==> config.mk <==
export PLATFORM = sky130hd
export DESIGN_NAME = clk_gate_ctrl
export DESIGN_NICKNAME = d
export VERILOG_FILES = /design/src/rtl/crg_pkg.sv /design/src/rtl/clk_gate_ctrl.sv
export SDC_FILE = /design/constraint.sdc
export NUM_CORES = 1
export LEC_CHECK = 0
export ABC_AREA = 1
export BUFFER_PORTS_ARGS = -buffer_cell sky130_fd_sc_hd__buf_2
export CAP_MARGIN = 20
export CORE_AREA = 2 2 39 41
export CTS_CLUSTER_DIAMETER = 30
export DETAILED_ROUTE_END_ITERATION = 7
export DIE_AREA = 0 0 41 43
export GPL_TIMING_DRIVEN = 0
export PLACE_DENSITY_LB_ADDON = 0.12
export SLEW_MARGIN = 10
export SYNTH_ARGS = -nofsm -noshare
export SYNTH_HDL_FRONTEND = slang
export SYNTH_SLANG_ARGS = --single-unit
==> constraint.sdc <==
create_clock -name clk_i -period 2.25 [get_ports clk_i]
set_input_delay 0.3375 -clock clk_i [delete_from_list [all_inputs] [get_ports clk_i]]
set_output_delay 0.3375 -clock clk_i [all_outputs]
set_load 0.02 [all_outputs]
==> src/rtl/crg_pkg.sv <==
// Shared types for the clock/reset generator slice: gate enable sequencer state
// encoding, which is also the value presented on clk_gate_ctrl.state_o.
package crg_pkg;

  localparam logic [1:0] OFF_ENC   = 2'd0;
  localparam logic [1:0] WAKE_ENC  = 2'd1;
  localparam logic [1:0] ON_ENC    = 2'd2;
  localparam logic [1:0] DRAIN_ENC = 2'd3;

  typedef enum logic [1:0] {
    OFF   = OFF_ENC,
    WAKE  = WAKE_ENC,
    ON    = ON_ENC,
    DRAIN = DRAIN_ENC
  } clk_gate_ctrl_state_e;

endpackage

==> src/rtl/clk_gate_ctrl.sv <==
// Enable sequencer feeding a clock gate cell: opens on request/activity, acks after
// WAKE_DLY cycles, closes after IDLE_CYCLES consecutive idle samples.
// Optional macro CLK_GATE_CTRL_FORCE_EN adds test_en_i to force the gate open.
module clk_gate_ctrl
  import crg_pkg::*;
#(
  parameter int WAKE_DLY    = 2,
  parameter int IDLE_CYCLES = 16,
  parameter int CNT_W       = $clog2((WAKE_DLY > IDLE_CYCLES) ? WAKE_DLY : IDLE_CYCLES) + 1
) (
  input  logic       clk_i,
  input  logic       arst_ni,
  input  logic       req_i,
  input  logic       idle_i,
`ifdef CLK_GATE_CTRL_FORCE_EN
  input  logic       test_en_i,
`endif
  output logic       en_o,
  output logic       ack_o,
  output logic [1:0] state_o
);

  localparam logic [CNT_W-1:0] CNT_ONE   = CNT_W'(1);
  localparam logic [CNT_W-1:0] WAKE_LAST = CNT_W'(WAKE_DLY);
  localparam logic [CNT_W-1:0] IDLE_LAST = CNT_W'(IDLE_CYCLES - 1);

  clk_gate_ctrl_state_e state_q, state_d;
  logic [CNT_W-1:0]     cnt_q, cnt_d;
  logic                 en_q, ack_q;
  logic                 qual_idle;
  logic                 hold_open;

`ifdef CLK_GATE_CTRL_FORCE_EN
  assign hold_open = test_en_i;
`else
  assign hold_open = 1'b0;
`endif

  assign qual_idle = ~req_i & idle_i;

  always_comb begin
    state_d = state_q;
    cnt_d   = cnt_q;
    unique case (state_q)
      OFF: begin
        if (req_i || !idle_i) begin
          state_d = WAKE;
          cnt_d   = CNT_ONE;
        end
      end
      WAKE: begin
        if (cnt_q >= WAKE_LAST) begin
          state_d = ON;
          cnt_d   = '0;
        end else begin
          cnt_d = cnt_q + CNT_ONE;
        end
      end
      ON: begin
        if (qual_idle) begin
          state_d = DRAIN;
          cnt_d   = CNT_ONE;
        end
      end
      DRAIN: begin
        // Any busy/request sample aborts the drain, even on the final idle count
        if (!qual_idle) begin
          state_d = ON;
          cnt_d   = '0;
        end else if (cnt_q >= IDLE_LAST) begin
          if (!hold_open) begin
            state_d = OFF;
            cnt_d   = '0;
          end
        end else begin
          cnt_d = cnt_q + CNT_ONE;
        end
      end
      default: begin
        state_d = OFF;
        cnt_d   = '0;
      end
    endcase
  end

  // Outputs are flopped from the next state so they change on the same edge as state_q
  always_ff @(posedge clk_i or negedge arst_ni) begin
    if (!arst_ni) begin
      state_q <= OFF;
      cnt_q   <= '0;
      en_q    <= 1'b0;
      ack_q   <= 1'b0;
    end else begin
      state_q <= state_d;
      cnt_q   <= cnt_d;
      en_q    <= (state_d != OFF);
      ack_q   <= (state_d == ON) || (state_d == DRAIN);
    end
  end

`ifdef CLK_GATE_CTRL_FORCE_EN
  assign en_o = en_q | test_en_i;
`else
  assign en_o = en_q;
`endif
  assign ack_o   = ack_q;
  assign state_o = state_q;

endmodule

==> reports/qor.log <==
[status] result of the run finished, final reports clean
[clocking] clock insertion delay at the later pin of the skew report 270 ps
[worst_setup_path] Critical Path Start Type flip-flop
[floorplanning] effective utilization at floorplan 39.3%
[worst_setup_path] Worst Path Required 2440 ps
[clocking] maximum clock insertion buffer count 2
[timing] final hold violation count 0
[synth] synthesized net count 86
[synth] cell area after technology mapping 544 sq um
[clocking] number of buffers created by CTS 3
[layout] Final #Nets 99
[layout] antenna cells 0
[global_routing] antenna violations before repair 0
[clocking] Setup Buffers After CTS 0
[route] Vias per Instance 4.75
[layout] fin util 45.7%
[hold_path] worst hold path type input pin to async pin
[synth] average footprint of a synthesized cell 6.89 sq um
[placed_design] placed cell count 102
[worst_setup_path] worst-path fanout max 4
[floorplanning] ports placed on the boundary 8
[route] number of remaining DRC errors 0
[synth] fraction of synthesized area in multiplexers 0%
[clocking] total of hold buffers inserted after clock tree synthesis 1
[floorplanning] Site Rows 14
[clocking] Clk Tree Root Cell clkbuf_4
[synth] Post-synth top flop dfrtp_1
[power] Power per Cell Area 507 nW/um^2
[synth] Post-synth EDFFs 0
[synth] post-synthesis share of cell area spent on and, or, nand and nor gates 42.5%
[synth] cells after synthesis 79
[worst_setup_path] count of cells along the worst register-to-register path 9
[layout] synthesis-to-layout area growth 16.1%
[synth] Synth cell types 15
[power] combinational power share 14.9%
[power] Flop pwr share 49.2%
[synth] adder-cell share of the synthesized area 6.90%
[layout] Sequential Area 200 sq um
[timing] Slew Limit Headroom 81.9%
[timing] summed negative setup slack over all endpoints 0 ps
[power] worst voltage drop across the vdd grid 0.000330 V
[global_routing] global-route wire length before repair 2080 um
[power] design internal power 0.227 mW
[timing] minimum clock period after layout 1600 ps
[power] Switching Power 0.0935 mW
[placed_design] worst slack at placement 671 ps
[synth] sequential fraction of the synthesis area 36.8%
[worst_setup_path] library cell appearing most often on the critical path nand2_1
[synth] area share of the largest cell type after synthesis 36.8%
[job] max_cap viols 0
[timing] final worst slack 653 ps
[timing] RSZ-0062 raised after global routing false
[layout] combined area of the multi-input logic cells 288 sq um
[clocking] TritonCTS clock tree built
[timing] slew of the pin with the lowest slew margin 272 ps
[worst_setup_path] class of the most critical setup path flip-flop to flip-flop
[route] vias after detailed routing 503
[worst_setup_path] minimum setup slack among reg-to-reg paths 650 ps
[timing] Finish-stage setup viols 0
[timing] maximum achievable frequency 626 MHz
[worst_setup_path] Worst path slowest cell dfrtp_1
[clocking] clock slew at reported path FFs 60 ps
[route] count of antenna-violating nets left after detailed routing 0
[synth] cell type with the highest aggregate area in the netlist dfrtp_1
[synth] largest cells by area after synthesis dfrtp_1 37%, nand2_1 17%, inv_1 8.3%
[layout] final cell count without fillers 106
[synth] Post-Synth XOR/XNOR Area 0%
[worst_setup_path] worst endpoint data arrival time 1790 ps
[placed_design] placed wire-length estimate 877 um
[worst_setup_path] family with the most delay on the worst path simple AND/OR/NAND/NOR gates
[clocking] H-tree lvl count 1
[power] Overall Power 0.320 mW
[synth] number of warnings printed during yosys synthesis 0
[power] Leakage Power 0.334 nW
[worst_setup_path] startpoint of the lowest-slack register-to-register path cnt_q[0]
[global_routing] vias in the first global route 498
[placed_design] count of input and output buffers 7
[route] first-pass iteration count of the detailed router 4
[placed_design] final weighted congestion of routability-driven global placement 0.760
[layout] fraction of layout cells with a size suffix above 1 18.9%
[floorplanning] Vert. Die Dim 43 um
[global_routing] largest net degree at the start of global routing 10
[synth] leading post-synthesis cells by instance count 25 x nand2_1, 12 x inv_1, 11 x nor2_1
[timing] Slew Limit Fails 0
[route] DRT iter0 DRCs 16
[global_routing] total track usage 18.6%
[worst_setup_path] worst stage delay on the critical path 430 ps
[power] clock network fraction of design power 35.9%
[clocking] number of gates resized after cts 0
[layout] layout filler cell count 151
[synth] synthesized flop and latch total 8
[synth] share of flip-flops with an asynchronous set or reset 100%
[floorplanning] die footprint 1760 sq um
[timing] Tcrit/Tclk final 71.0%
[timing] Final Skew 16.5 ps
[synth] main combinational cell family by area after synthesis simple AND/OR/NAND/NOR gates
[worst_setup_path] crit path capture type flip-flop
[floorplanning] Floorplan Core Area 1380 sq um
[worst_setup_path] sequence of cells on the critical path ha_1 -> nand2_1 -> nor2_1 -> ha_1 -> nor2_1 -> nand3_2 -> o21ai_2 -> nand2_1 -> nand2_1
[synth] Compound-Gate Fraction of Synth Area 3.45%
[worst_setup_path] number of buffers and inverters on the critical path 0
[route] post-DR wirelength/cell 11.1 um
[route] WL final 1180 um
[floorplanning] Die Span X 41 um
[clocking] clock sink count 8
[synth] most frequent cell after synthesis nand2_1
[worst_setup_path] endpoint of the worst-slack reg-to-reg timing path cnt_q[2]
[global_routing] residual overflow from global routing 0
[power] switching power share of the total 29.2%
## worst register-to-register path, stage by stage, from the launching register on
cell and delay (ps):
dfrtp_1 430, ha_1 230, nand2_1 90, nor2_1 50, ha_1 180, nor2_1 200, nand3_2 120, o21ai_2 90
nand2_1 70, nand2_1 70
## metrics by stage
stage	hold WS (ps)	area [sq um]
3_5_place_dp	193	599
2_1_floorplan	41.9	544
3_3_place_gp	196	599
5_1_grt	476	632
6_report	439	632
4_1_cts	432	632
## registers in the layout (all words and copies together), names as in the netlist
| name | flops |
|---|---|
| cnt_q | 5 |
| en_o | 1 |
| state_o | 2 |
## area by class of cell
| cell class | count | share of cell area, % |
|---|---|---|
| inverter | 13 | 7.72 |
| sequential | 8 | 31.7 |
| tap | 16 | 3.17 |
| timing repair buffer | 8 | 7.13 |
| buffer | 1 | 1.19 |
| clock buffer | 3 | 3.56 |
| multi-input combinational | 57 | 45.5 |
## cell families after synthesis
kind of cell | after synthesis
simple gates | 51
compound gates | 3
buf+inv | 14
fa+ha+maj | 3
flops | 8
## routing by layer
| layer | part of all wire, % | up-vias | track usage, % |
|---|---|---|---|
| met3 | 4.0 | 5 | 7.85 |
| li1 | - | 267 | - |
| met2 | 47 | 8 | 25.6 |
| met5 | 0 | - | 0 |
| met4 | 3.1 | 0 | 12.0 |
| met1 | 46 | 223 | 22.6 |
## how the worst max path moves through the flow
stage,startpoint,to,slack [ps],cells past startpoint
CTS,cnt_q[0],cnt_q[2],650,9
finish,cnt_q[0],cnt_q[2],650,9
floorplan,cnt_q[1],cnt_q[1],840,9
global placement,cnt_q[0],cnt_q[4],680,9
global route,cnt_q[0],cnt_q[2],500,9
detailed placement,cnt_q[1],cnt_q[2],670,9
## power by group through the flow
stage | clock [mW] | combinational [mW] | sequential (mW)
after floorplan | 0 | 0.0301 | 0.160
after global placement | 0 | 0.0458 | 0.160
after detailed placement | 0 | 0.0465 | 0.160
after CTS | 0.123 | 0.0478 | 0.158
after global routing | 0.127 | 0.0560 | 0.158
final | 0.115 | 0.0477 | 0.158
## cell usage in the layout (no fill, tap or decap), types with 3 or more instances in the layout
cell type  synthesis  final
inv_1             12     12
clkbuf_4           0      3
nor2_1            11     11
nand3_2            3      3
nand2_1           25     25
nand3_1            6      6
ha_1               3      3
buf_2              0      7
dfrtp_1            8      8
Note: power is estimated with default switching activity, not from simulation.
